**config.mk**
```make
export PLATFORM = sky130hd
export DESIGN_NAME = mul_div_unit_flat
export DESIGN_NICKNAME = d
export VERILOG_FILES = /design/src/rtl/mul_div_unit_if.sv /design/src/rtl/mul_div_unit.sv /design/src/flat_wrapper.sv
export SDC_FILE = /design/constraint.sdc
export NUM_CORES = 1
export LEC_CHECK = 0
export BUFFER_PORTS_ARGS = -buffer_cell sky130_fd_sc_hd__buf_2
export CORE_MARGIN = 3
export CORE_UTILIZATION = 29
export DETAILED_ROUTE_END_ITERATION = 8
export PLACE_DENSITY = 0.45
export SYNTH_ARGS = -nofsm -noshare
export SYNTH_HDL_FRONTEND = slang
export SYNTH_SLANG_ARGS = --single-unit
```
**constraint.sdc**
```tcl
create_clock -name clock -period 10.95 [get_ports clock]
set_input_delay 1.6425 -clock clock [delete_from_list [all_inputs] [get_ports clock]]
set_output_delay 1.6425 -clock clock [all_outputs]
set_load 0.02 [all_outputs]
```
**src/rtl/mul_div_unit_if.sv**
```systemverilog
`default_nettype none
// +----------------------------------------------------------------------------+
// | Module      : mul_div_unit_if                                              |
// | Description : Issue / write-back bundle between control, register file     |
// |               and the RV32M multiply/divide unit.                          |
// | Revision    : 1.0                                                          |
// +----------------------------------------------------------------------------+
interface mul_div_unit_if #(
  parameter int XLEN = 32
) ();
  logic            start;
  logic [2:0]      funct3;
  logic [XLEN-1:0] operandA;
  logic [XLEN-1:0] operandB;
  logic [4:0]      rdIn;
  logic            busy;
  logic            done;
  logic            writeRegister;
  logic [4:0]      rdOut;
  logic [XLEN-1:0] result;

  // Control / issue side
  modport master (
    output start, funct3, operandA, operandB, rdIn,
    input  busy, done, writeRegister, rdOut, result
  );

  // Execution unit side
  modport slave (
    input  start, funct3, operandA, operandB, rdIn,
    output busy, done, writeRegister, rdOut, result
  );
endinterface
`default_nettype wire

```
**src/rtl/mul_div_unit.sv**
```systemverilog
`default_nettype none
// +----------------------------------------------------------------------------+
// | Module      : mul_div_unit                                                 |
// | Description : Multi-cycle RV32M multiply/divide unit (shift-add multiply,  |
// |               restoring divide). Define MULDIV_FAST_MUL_EN for a           |
// |               single-cycle combinational multiplier.                       |
// | Revision    : 1.0                                                          |
// +----------------------------------------------------------------------------+
module mul_div_unit #(
  parameter int XLEN = 32
) (
  input  wire logic       clock,
  input  wire logic       reset,
  mul_div_unit_if.slave   bus
);

  localparam int          c_W2       = 2 * XLEN;
  localparam logic [4:0]  c_LAST_ITR = 5'd31;
  localparam logic [XLEN-1:0] c_ALL_ONES = {XLEN{1'b1}};
  localparam logic [XLEN-1:0] c_MIN_NEG  = {1'b1, {(XLEN-1){1'b0}}};

  typedef enum logic [1:0] {
    S_IDLE = 2'd0,
    S_RUN  = 2'd1,
    S_DONE = 2'd2
  } state_t;

  state_t          r_state;
  logic [4:0]      r_count;
  logic [2:0]      r_funct3;
  logic [4:0]      r_rd;
  logic [XLEN-1:0] r_divisor;
  logic            r_neg;
  logic [c_W2-1:0] r_acc;
  logic [XLEN-1:0] r_result;
  logic [4:0]      r_rd_out;
  logic            r_busy;
  logic            r_done;

  // ---------------- launch decode ----------------
  logic            w_is_div;
  logic            w_a_signed;
  logic            w_b_signed;
  logic            w_a_neg;
  logic            w_b_neg;
  logic [XLEN-1:0] w_a_mag;
  logic [XLEN-1:0] w_b_mag;
  logic            w_launch_neg;
  logic            w_div_zero;
  logic            w_overflow;
  logic [XLEN-1:0] w_special_result;

  assign w_is_div   = bus.funct3[2];
  assign w_a_signed = w_is_div ? ~bus.funct3[0] : (bus.funct3[1:0] != 2'b11);
  assign w_b_signed = w_is_div ? ~bus.funct3[0] : ~bus.funct3[1];
  assign w_a_neg    = w_a_signed & bus.operandA[XLEN-1];
  assign w_b_neg    = w_b_signed & bus.operandB[XLEN-1];
  assign w_a_mag    = w_a_neg ? (~bus.operandA + 1'b1) : bus.operandA;
  assign w_b_mag    = w_b_neg ? (~bus.operandB + 1'b1) : bus.operandB;

  // Remainder follows the dividend; everything else follows the sign product.
  assign w_launch_neg = (w_is_div & bus.funct3[1]) ? w_a_neg : (w_a_neg ^ w_b_neg);

  assign w_div_zero = w_is_div & (bus.operandB == '0);
  assign w_overflow = w_is_div & ~bus.funct3[0] &
                      (bus.operandA == c_MIN_NEG) & (bus.operandB == c_ALL_ONES);

  always_comb begin
    w_special_result = '0;
    if (w_div_zero)
      w_special_result = bus.funct3[1] ? bus.operandA : c_ALL_ONES;
    else if (w_overflow)
      w_special_result = bus.funct3[1] ? '0 : c_MIN_NEG;
  end

`ifdef MULDIV_FAST_MUL_EN
  logic signed [XLEN:0]   w_fast_a;
  logic signed [XLEN:0]   w_fast_b;
  logic        [c_W2-1:0] w_fast_prod;
  logic        [XLEN-1:0] w_fast_result;

  assign w_fast_a      = {w_a_signed & bus.operandA[XLEN-1], bus.operandA};
  assign w_fast_b      = {w_b_signed & bus.operandB[XLEN-1], bus.operandB};
  assign w_fast_prod   = c_W2'(w_fast_a * w_fast_b);
  assign w_fast_result = (bus.funct3[1:0] == 2'b00) ? w_fast_prod[XLEN-1:0]
                                                    : w_fast_prod[c_W2-1:XLEN];
`endif

  // ---------------- iteration datapath ----------------
  logic [XLEN:0]   w_mul_sum;
  logic [c_W2-1:0] w_mul_next;
  logic [XLEN:0]   w_rem_sh;
  logic            w_ge;
  logic [XLEN-1:0] w_diff;
  logic [c_W2-1:0] w_div_next;
  logic [c_W2-1:0] w_acc_next;

  // Product register shifts right; the carry of the add becomes the new MSB.
  assign w_mul_sum  = {1'b0, r_acc[c_W2-1:XLEN]} + {1'b0, (r_acc[0] ? r_divisor : '0)};
  assign w_mul_next = {w_mul_sum, r_acc[XLEN-1:1]};

  // Restoring step: the shifted partial remainder is 33 bits wide.
  assign w_rem_sh   = {r_acc[c_W2-1:XLEN], r_acc[XLEN-1]};
  assign w_ge       = (w_rem_sh >= {1'b0, r_divisor});
  assign w_diff     = w_rem_sh[XLEN-1:0] - r_divisor;
  assign w_div_next = w_ge ? {w_diff,               r_acc[XLEN-2:0], 1'b1}
                           : {w_rem_sh[XLEN-1:0],   r_acc[XLEN-2:0], 1'b0};

  assign w_acc_next = r_funct3[2] ? w_div_next : w_mul_next;

  // ---------------- sign correction / result select ----------------
  logic [c_W2-1:0] w_prod_fix;
  logic [XLEN-1:0] w_quot_fix;
  logic [XLEN-1:0] w_rem_fix;
  logic [XLEN-1:0] w_final;

  assign w_prod_fix = r_neg ? (~w_mul_next + 1'b1) : w_mul_next;
  assign w_quot_fix = r_neg ? (~w_div_next[XLEN-1:0] + 1'b1) : w_div_next[XLEN-1:0];
  assign w_rem_fix  = r_neg ? (~w_div_next[c_W2-1:XLEN] + 1'b1) : w_div_next[c_W2-1:XLEN];

  always_comb begin
    w_final = '0;
    case (r_funct3)
      3'b000:                 w_final = w_prod_fix[XLEN-1:0];
      3'b001, 3'b010, 3'b011: w_final = w_prod_fix[c_W2-1:XLEN];
      3'b100, 3'b101:         w_final = w_quot_fix;
      default:                w_final = w_rem_fix;
    endcase
  end

  // ---------------- control FSM ----------------
  always_ff @(posedge clock or posedge reset) begin
    if (reset) begin
      r_state   <= S_IDLE;
      r_count   <= '0;
      r_funct3  <= '0;
      r_rd      <= '0;
      r_divisor <= '0;
      r_neg     <= 1'b0;
      r_acc     <= '0;
      r_result  <= '0;
      r_rd_out  <= '0;
      r_busy    <= 1'b0;
      r_done    <= 1'b0;
    end else begin
      case (r_state)
        S_IDLE: begin
          if (bus.start) begin
            r_funct3  <= bus.funct3;
            r_rd      <= bus.rdIn;
            r_divisor <= w_b_mag;
            r_acc     <= {{XLEN{1'b0}}, w_a_mag};
            r_neg     <= w_launch_neg;
            r_count   <= '0;
            r_busy    <= 1'b1;
            if (w_div_zero | w_overflow) begin
              r_result <= w_special_result;
              r_rd_out <= bus.rdIn;
              r_done   <= 1'b1;
              r_state  <= S_DONE;
            end
`ifdef MULDIV_FAST_MUL_EN
            else if (!w_is_div) begin
              r_result <= w_fast_result;
              r_rd_out <= bus.rdIn;
              r_done   <= 1'b1;
              r_state  <= S_DONE;
            end
`endif
            else begin
              r_state <= S_RUN;
            end
          end
        end
        S_RUN: begin
          r_acc   <= w_acc_next;
          r_count <= r_count + 5'd1;
          if (r_count == c_LAST_ITR) begin
            r_result <= w_final;
            r_rd_out <= r_rd;
            r_done   <= 1'b1;
            r_state  <= S_DONE;
          end
        end
        S_DONE: begin
          r_busy  <= 1'b0;
          r_done  <= 1'b0;
          r_state <= S_IDLE;
        end
        default: begin
          r_busy  <= 1'b0;
          r_done  <= 1'b0;
          r_state <= S_IDLE;
        end
      endcase
    end
  end

  assign bus.busy          = r_busy;
  assign bus.done          = r_done;
  assign bus.writeRegister = r_done;
  assign bus.rdOut         = r_rd_out;
  assign bus.result        = r_result;

endmodule
`default_nettype wire
```
**src/flat_wrapper.sv**
```systemverilog
// flat-port wrapper written by rule: the top's interface ports become plain ports
module mul_div_unit_flat 
#(
  parameter int XLEN = 32
)
  (clock, reset, bus_start, bus_funct3, bus_operandA, bus_operandB, bus_rdIn, bus_busy, bus_done, bus_writeRegister, bus_rdOut, bus_result);
  mul_div_unit_if #(.XLEN(XLEN)) bus_i ();
  input  wire logic clock;
  input  wire logic reset;
  input wire logic [$bits(bus_i.start)-1:0] bus_start;
  input wire logic [$bits(bus_i.funct3)-1:0] bus_funct3;
  input wire logic [$bits(bus_i.operandA)-1:0] bus_operandA;
  input wire logic [$bits(bus_i.operandB)-1:0] bus_operandB;
  input wire logic [$bits(bus_i.rdIn)-1:0] bus_rdIn;
  output wire logic [$bits(bus_i.busy)-1:0] bus_busy;
  output wire logic [$bits(bus_i.done)-1:0] bus_done;
  output wire logic [$bits(bus_i.writeRegister)-1:0] bus_writeRegister;
  output wire logic [$bits(bus_i.rdOut)-1:0] bus_rdOut;
  output wire logic [$bits(bus_i.result)-1:0] bus_result;
  assign bus_i.start = bus_start;
  assign bus_i.funct3 = bus_funct3;
  assign bus_i.operandA = bus_operandA;
  assign bus_i.operandB = bus_operandB;
  assign bus_i.rdIn = bus_rdIn;
  assign bus_busy = bus_i.busy;
  assign bus_done = bus_i.done;
  assign bus_writeRegister = bus_i.writeRegister;
  assign bus_rdOut = bus_i.rdOut;
  assign bus_result = bus_i.result;
  mul_div_unit #(.XLEN(XLEN)) u_core (.clock(clock), .reset(reset), .bus(bus_i));
endmodule
```
==> flow_summary.json, run 1 <==
{
  "cp_slowest_cell": "a21oi_1",
  "diodes": 0,
  "via_per_inst": 5.674,
  "tns_ps": 0,
  "place_area_um2": 17320,
  "fin_skew_ps": 22.21,
  "r2r_start": "u_core.r_acc[42]",
  "synth_xor_area_frac": 0.1197,
  "setup_viol": 0,
  "dr.first_iter.drc_count": 1392,
  "htree_levels": 4,
  "routed_wl_mm": 69.16,
  "max_freq_mhz": 156.0,
  "pin_count": 115,
  "core_area_um2": 55200,
  "crit_chain": "ha_1 -> nand4_1 -> nor4_1 -> a2111oi_0 -> o21ai_0 -> a21oi_1 -> nand2_2 -> mux2i_1 -> ha_1 -> nand2_1 -> or4_1 -> and3b_1 -> nand2_1 -> o31ai_2 -> o211ai_1 -> or3_1 -> o21ai_0 -> xnor2_1 -> a311oi_2",
  "clock_path_buffers": 2,
  "max_slew_margin": 0.2196,
  "num_vias": 16874,
  "ys_ff_latch": 151,
  "hp-class": "reg2reg",
  "synth-adder-area-share": 0.05793,
  "insertion_delay_ps": 520,
  "nFillCells": 6025,
  "synth-compound-area-share": 0.2854,
  "dieArea_um2": 58880,
  "ctsRootBufferMaster": "clkbuf_16",
  "finalCritPeriodShare": 0.5854,
  "antenna_found_initial": 3,
  "path_max_fanout": 10,
  "cts_made_buffers": 17,
  "synth_mux_area_frac": 0.04044,
  "wire_per_inst_um": 23.26,
  "ys.warnings.count": 0,
  "synth_top_area_share": 0.2326,
  "critical_path.startpoint": "u_core.r_acc[42]",
  "drive_gt1_frac": 0.09614,
  "ctsResizeCount": 0,
  "syn_area_um2": 16240,
  "stdcell_area_um2": 17920,
  "r2r_slack_ps": 4540,
  "track_usage": 0.2311,
  "grt_pass1_vias": 16376,
  "cts_setup_buffers": 0,
  "synth_ff_type": "dfrtp_1",
  "grt_max_degree": 96,
  "synthSimpleGateAreaFrac": 0.2092,
  "whs_ps": 474.9,
  "synth_area_leaders": "dfrtp_1, o21ai_0, xnor2_1",
  "endpoint_kind": "register",
  "syn_area_per_cell_um2": 7.329,
  "syn_nets": 2365,
  "cts.sinks": 151,
  "synth_commonest_cells": "o21ai_0, nand2_1, nor2_1, dfrtp_1, a21oi_1",
  "cts.hold.buffers_added": 0,
  "synth.most_common_cell": "o21ai_0",
  "fin_util": 0.3246,
  "critPathMaxStageDelay_ps": 700,
  "die_w_um": 242.7,
  "run_status": "finished clean",
  "rsz0062_at_grt": "false",
  "worst_pin_slew_ps": 1163,
  "area_growth_pct": 10.33,
  "arrival_ps": 6830,
  "clk_pin_slew_worst_paths_ps": 90,
  "grt.overflow.total": 0,
  "nets": 2362,
  "netlist_instances": 2216,
  "maxCapViolCount": 0,
  "yosys.area.top_type": "dfrtp_1",
  "async_flop_share": 1.000,
  "synth_top_family_by_area": "compound AO/OA/AOI/OAI gates",
  "path_buf_inv": 0,
  "port_buffers": 114,
  "start_kind": "register",
  "initial_utilization": 0.2942,
  "drt_pre_antenna_iters": 5,
  "crit_family": "compound AO/OA/AOI/OAI gates",
  "ys_types": 85,
  "drc_errors": 0,
  "dp_hpwl_mm": 52.58,
  "die_h_um": 242.7,
  "hold_violations": 0,
  "min_from": "u_core.r_rd[4]",
  "synth-edff-count": 0,
  "cp.required_ps": 11370,
  "grt_pass1_wl_mm": 103.8,
  "ys_seq_area_frac": 0.2326,
  "drv_slew": 0,
  "period_needed_ps": 6410,
  "ant_nets": 0,
  "gp_congestion": 0.9082,
  "cts_tree": "yes",
  "critPathKind": "reg2reg",
  "rows": 86
}
## worst reg2reg max path, stage by stage (launching register included)
cell       delay, ps
dfrtp_1          450
ha_1             450
nand4_1          260
nor4_1           130
a2111oi_0        400
o21ai_0          160
a21oi_1          700
nand2_2          200
mux2i_1          280
ha_1             360
nand2_1           70
or4_1            450
and3b_1          300
nand2_1           90
o31ai_2          600
o211ai_1         400
or3_1            430
o21ai_0          200
xnor2_1          120
a311oi_2         280
## layout make-up
| cell class | instances | area (um^2) | share of cell area |
|---|---|---|---|
| clock buffers | 18 | 439.2 | 0.02451 |
| clock inverters | 14 | 157.7 | 0.008798 |
| inverters | 67 | 256.5 | 0.01431 |
| multi-input cells | 1839 | 11600 | 0.6475 |
| flip-flops and latches | 151 | 3784 | 0.2111 |
| well taps | 748 | 935.9 | 0.05223 |
| repair buffers | 137 | 743.2 | 0.04147 |
## per-layer routing
layer  up-vias  global-route usage  routed length (um)
li1       7998                   -                   -
met1      8258              0.3084               31460
met2       512              0.3773               31940
met3       104             0.03325                3256
met4         2             0.09016                2489
met5         -                   0                  13
## metrics by stage
step | worst slack, ps | std cells
floorplan | 5243 | 2216
global placement | 4833 | 2942
detailed placement | 4721 | 2942
CTS | 4697 | 2974
global route | 4162 | 2974
finish | 4540 | 2974
## logic make-up after synthesis
group                      Yosys count
DFF                                151
muxes                               65
adders and majority gates           74
xor gates and xnor gates           222
AOI/OAI and AO/OA                  748
and+or+nand+nor                    730
buffers and inverters              226
## registers in the layout, summed over array words and instances, names as in the netlist
| name | cells |
|---|---|
| u_core.r_rd | 5 |
| u_core.bus.result | 32 |
| u_core.r_acc | 64 |
| u_core.bus.done | 1 |
| u_core.bus.rdOut | 5 |
| u_core.r_count | 5 |
| u_core.r_divisor | 32 |
| u_core.r_funct3 | 3 |
| u_core.r_neg | 1 |
| u_core.r_state | 2 |
| u_core.bus.busy | 1 |
## layout by cell type (no fill, tap or decap), types with 62 or more instances in the layout
master,synthesis,routed
xor2_1,95,95
ha_1,72,72
o21ai_0,299,298
inv_1,64,62
a21oi_1,143,142
nor2_1,185,185
dfrtp_1,151,149
buf_2,13,114
nand2_1,291,290
xnor2_1,127,127
## final timing paths
check	to	cells after the start
max	u_core.bus.result[30]	19
min	u_core.r_rd[4]	2
max reg2reg	u_core.bus.result[30]	19
min reg2reg	u_core.r_rd[4]	2
max in group asynchronous	u_core.bus.result[0]	3
min in group asynchronous	u_core.r_divisor[10]	2
Power of run 1 is left out: the tool's default activity adds up to more than one toggle a clock period on the data nets, which glitch-free logic cannot reach.
==> run 2: changes to the inputs <==
Clock period 10.95 ns to 6.4 ns, I/O delays scaled along.
==> flow_summary.json, run 2 (synthesis gave the netlist of run 1 again) <==
{
  "worst_pin_slew_ps": 1234,
  "setup_viol": 0,
  "cts.sinks": 151,
  "grt_pass1_wl_mm": 106.1,
  "final-seq-area_um2": 3784,
  "track_usage": 0.2371,
  "grt_max_degree": 93,
  "layout_commonest_cell": "o21ai_0",
  "dp_hpwl_mm": 54.24,
  "wire_per_inst_um": 23.55,
  "path_max_fanout": 8,
  "tns_ps": 0,
  "holdPathStages": 2,
  "grt.overflow.total": 0,
  "maxCapViolCount": 0,
  "drt_pre_antenna_iters": 6,
  "hold_violations": 0,
  "run_status": "finished clean",
  "clk_pin_slew_worst_paths_ps": 70,
  "antenna_found_initial": 2,
  "htree_levels": 4,
  "r2r_slack_ps": 610,
  "r2r_start": "u_core.r_acc[37]",
  "gp_congestion": 0.9047,
  "via_per_inst": 5.629,
  "routed_wl_mm": 70.50,
  "fin_skew_ps": 14.01,
  "path_common_cell": "nand2_1",
  "grt_pass1_vias": 16381,
  "arrival_ps": 6190,
  "pin_count": 115,
  "finalCritPeriodShare": 0.9050,
  "dieArea_um2": 58880,
  "endpoint_kind": "register",
  "rsz0062_at_grt": "false",
  "stdcell_area_um2": 18060,
  "max_slew_margin": 0.1709,
  "hp-class": "reg2reg",
  "die_h_um": 242.7,
  "critPathKind": "reg2reg",
  "cp.required_ps": 6790,
  "regMostFlops": "u_core.r_acc",
  "core_area_um2": 55200,
  "largest_reg_flops": 64,
  "drc_errors": 0,
  "dr.first_iter.drc_count": 1403,
  "reg2regPathDepth": 20,
  "diodes": 0,
  "crit_chain": "ha_1 -> a21oi_1 -> o21ai_0 -> a22oi_1 -> a31oi_1 -> nand2_1 -> nand2_2 -> mux2i_1 -> ha_1 -> nand2_1 -> or4_1 -> and3b_1 -> nand2_1 -> o31ai_2 -> buf_4 -> o211ai_1 -> or3_1 -> o21ai_0 -> xnor2_1 -> a311oi_2",
  "drv_slew": 0,
  "die_w_um": 242.7,
  "nFillCells": 6000,
  "num_vias": 16849,
  "initial_utilization": 0.2942,
  "insertion_delay_ps": 500,
  "whs_ps": 478.4,
  "cts_tree": "yes",
  "period_needed_ps": 5792,
  "hold_end": "u_core.r_rd[2]",
  "rr_endpoint": "u_core.bus.result[30]",
  "nets": 2381,
  "multi_input_area_um2": 11600,
  "drive_gt1_frac": 0.1029,
  "ctsResizeCount": 0,
  "ctsRootBufferMaster": "clkbuf_16",
  "cts_made_buffers": 17,
  "min_from": "u_core.r_rd[2]",
  "critPathMaxStageDelay_ps": 510,
  "cp_slowest_cell": "dfrtp_1",
  "crit_family": "compound AO/OA/AOI/OAI gates",
  "max_freq_mhz": 172.7,
  "final_cell_mix": "o21ai_0, nand2_1, nor2_1",
  "ant_nets": 0,
  "place_area_um2": 17470,
  "area_growth_pct": 11.17,
  "port_buffers": 114,
  "cts_setup_buffers": 0,
  "clock_path_buffers": 2,
  "start_kind": "register",
  "path_buf_inv": 1,
  "cts.hold.buffers_added": 0,
  "rows": 86
}
## run 2: cell types whose count changed in the layout (fill, tap and decap cells not counted)
| cell | change |
|---|---|
| buf_4 | +19 |
| bufinv_16 | +1 |
| clkbuf_1 | +2 |
| clkinv_2 | +1 |
| clkinv_4 | -1 |
| clkinv_8 | -1 |
| clkinvlp_4 | +1 |
| inv_6 | -1 |
| inv_8 | -2 |
## run 2: final cells by class
| cell class | count | area share |
|---|---|---|
| clock buffer | 20 | 0.02474 |
| clock inverter | 12 | 0.007969 |
| inverter | 67 | 0.01421 |
| multi-input combinational | 1839 | 0.6426 |
| sequential | 151 | 0.2095 |
| tap | 748 | 0.05183 |
| timing repair buffer | 156 | 0.04906 |
## run 2: per-stage QoR
step,util,setup WS (ps),cells
after floorplan,-,778.0,2216
after global placement,0.3164,894.5,2961
after detailed placement,0.3164,783.4,2961
after CTS,0.3271,737.7,2993
after global routing,0.3271,287.4,2993
final,0.3271,608.0,2993
## run 2: metal layers
layer,vias to the layer above,track usage,wire (um)
li1,8042,-,-
met2,477,0.3781,32030
met1,8215,0.3167,31950
met3,115,0.04132,3748
met4,0,0.09965,2771
met5,-,0,0
## run 2: worst max path at each step
| stage | to | cells past startpoint | slack (ps) | startpoint |
|---|---|---|---|---|
| after floorplan | u_core.bus.result[30] | 23 | 780 | u_core.r_acc[33] |
| after global placement | u_core.bus.result[30] | 19 | 890 | u_core.r_acc[59] |
| after detailed placement | u_core.bus.result[30] | 20 | 780 | u_core.r_acc[51] |
| after CTS | u_core.bus.result[30] | 20 | 740 | u_core.r_acc[43] |
| after global routing | u_core.bus.result[30] | 20 | 290 | u_core.r_acc[51] |
| final | u_core.bus.result[30] | 20 | 610 | u_core.r_acc[37] |
## run 2: tightest hold or removal path, delay by kind of cell, from the launching register on
kind	cells	cell delay (ps)
DFF	1	350
and+or+nand+nor	2	100
Power of run 2 is left out for the same reason.
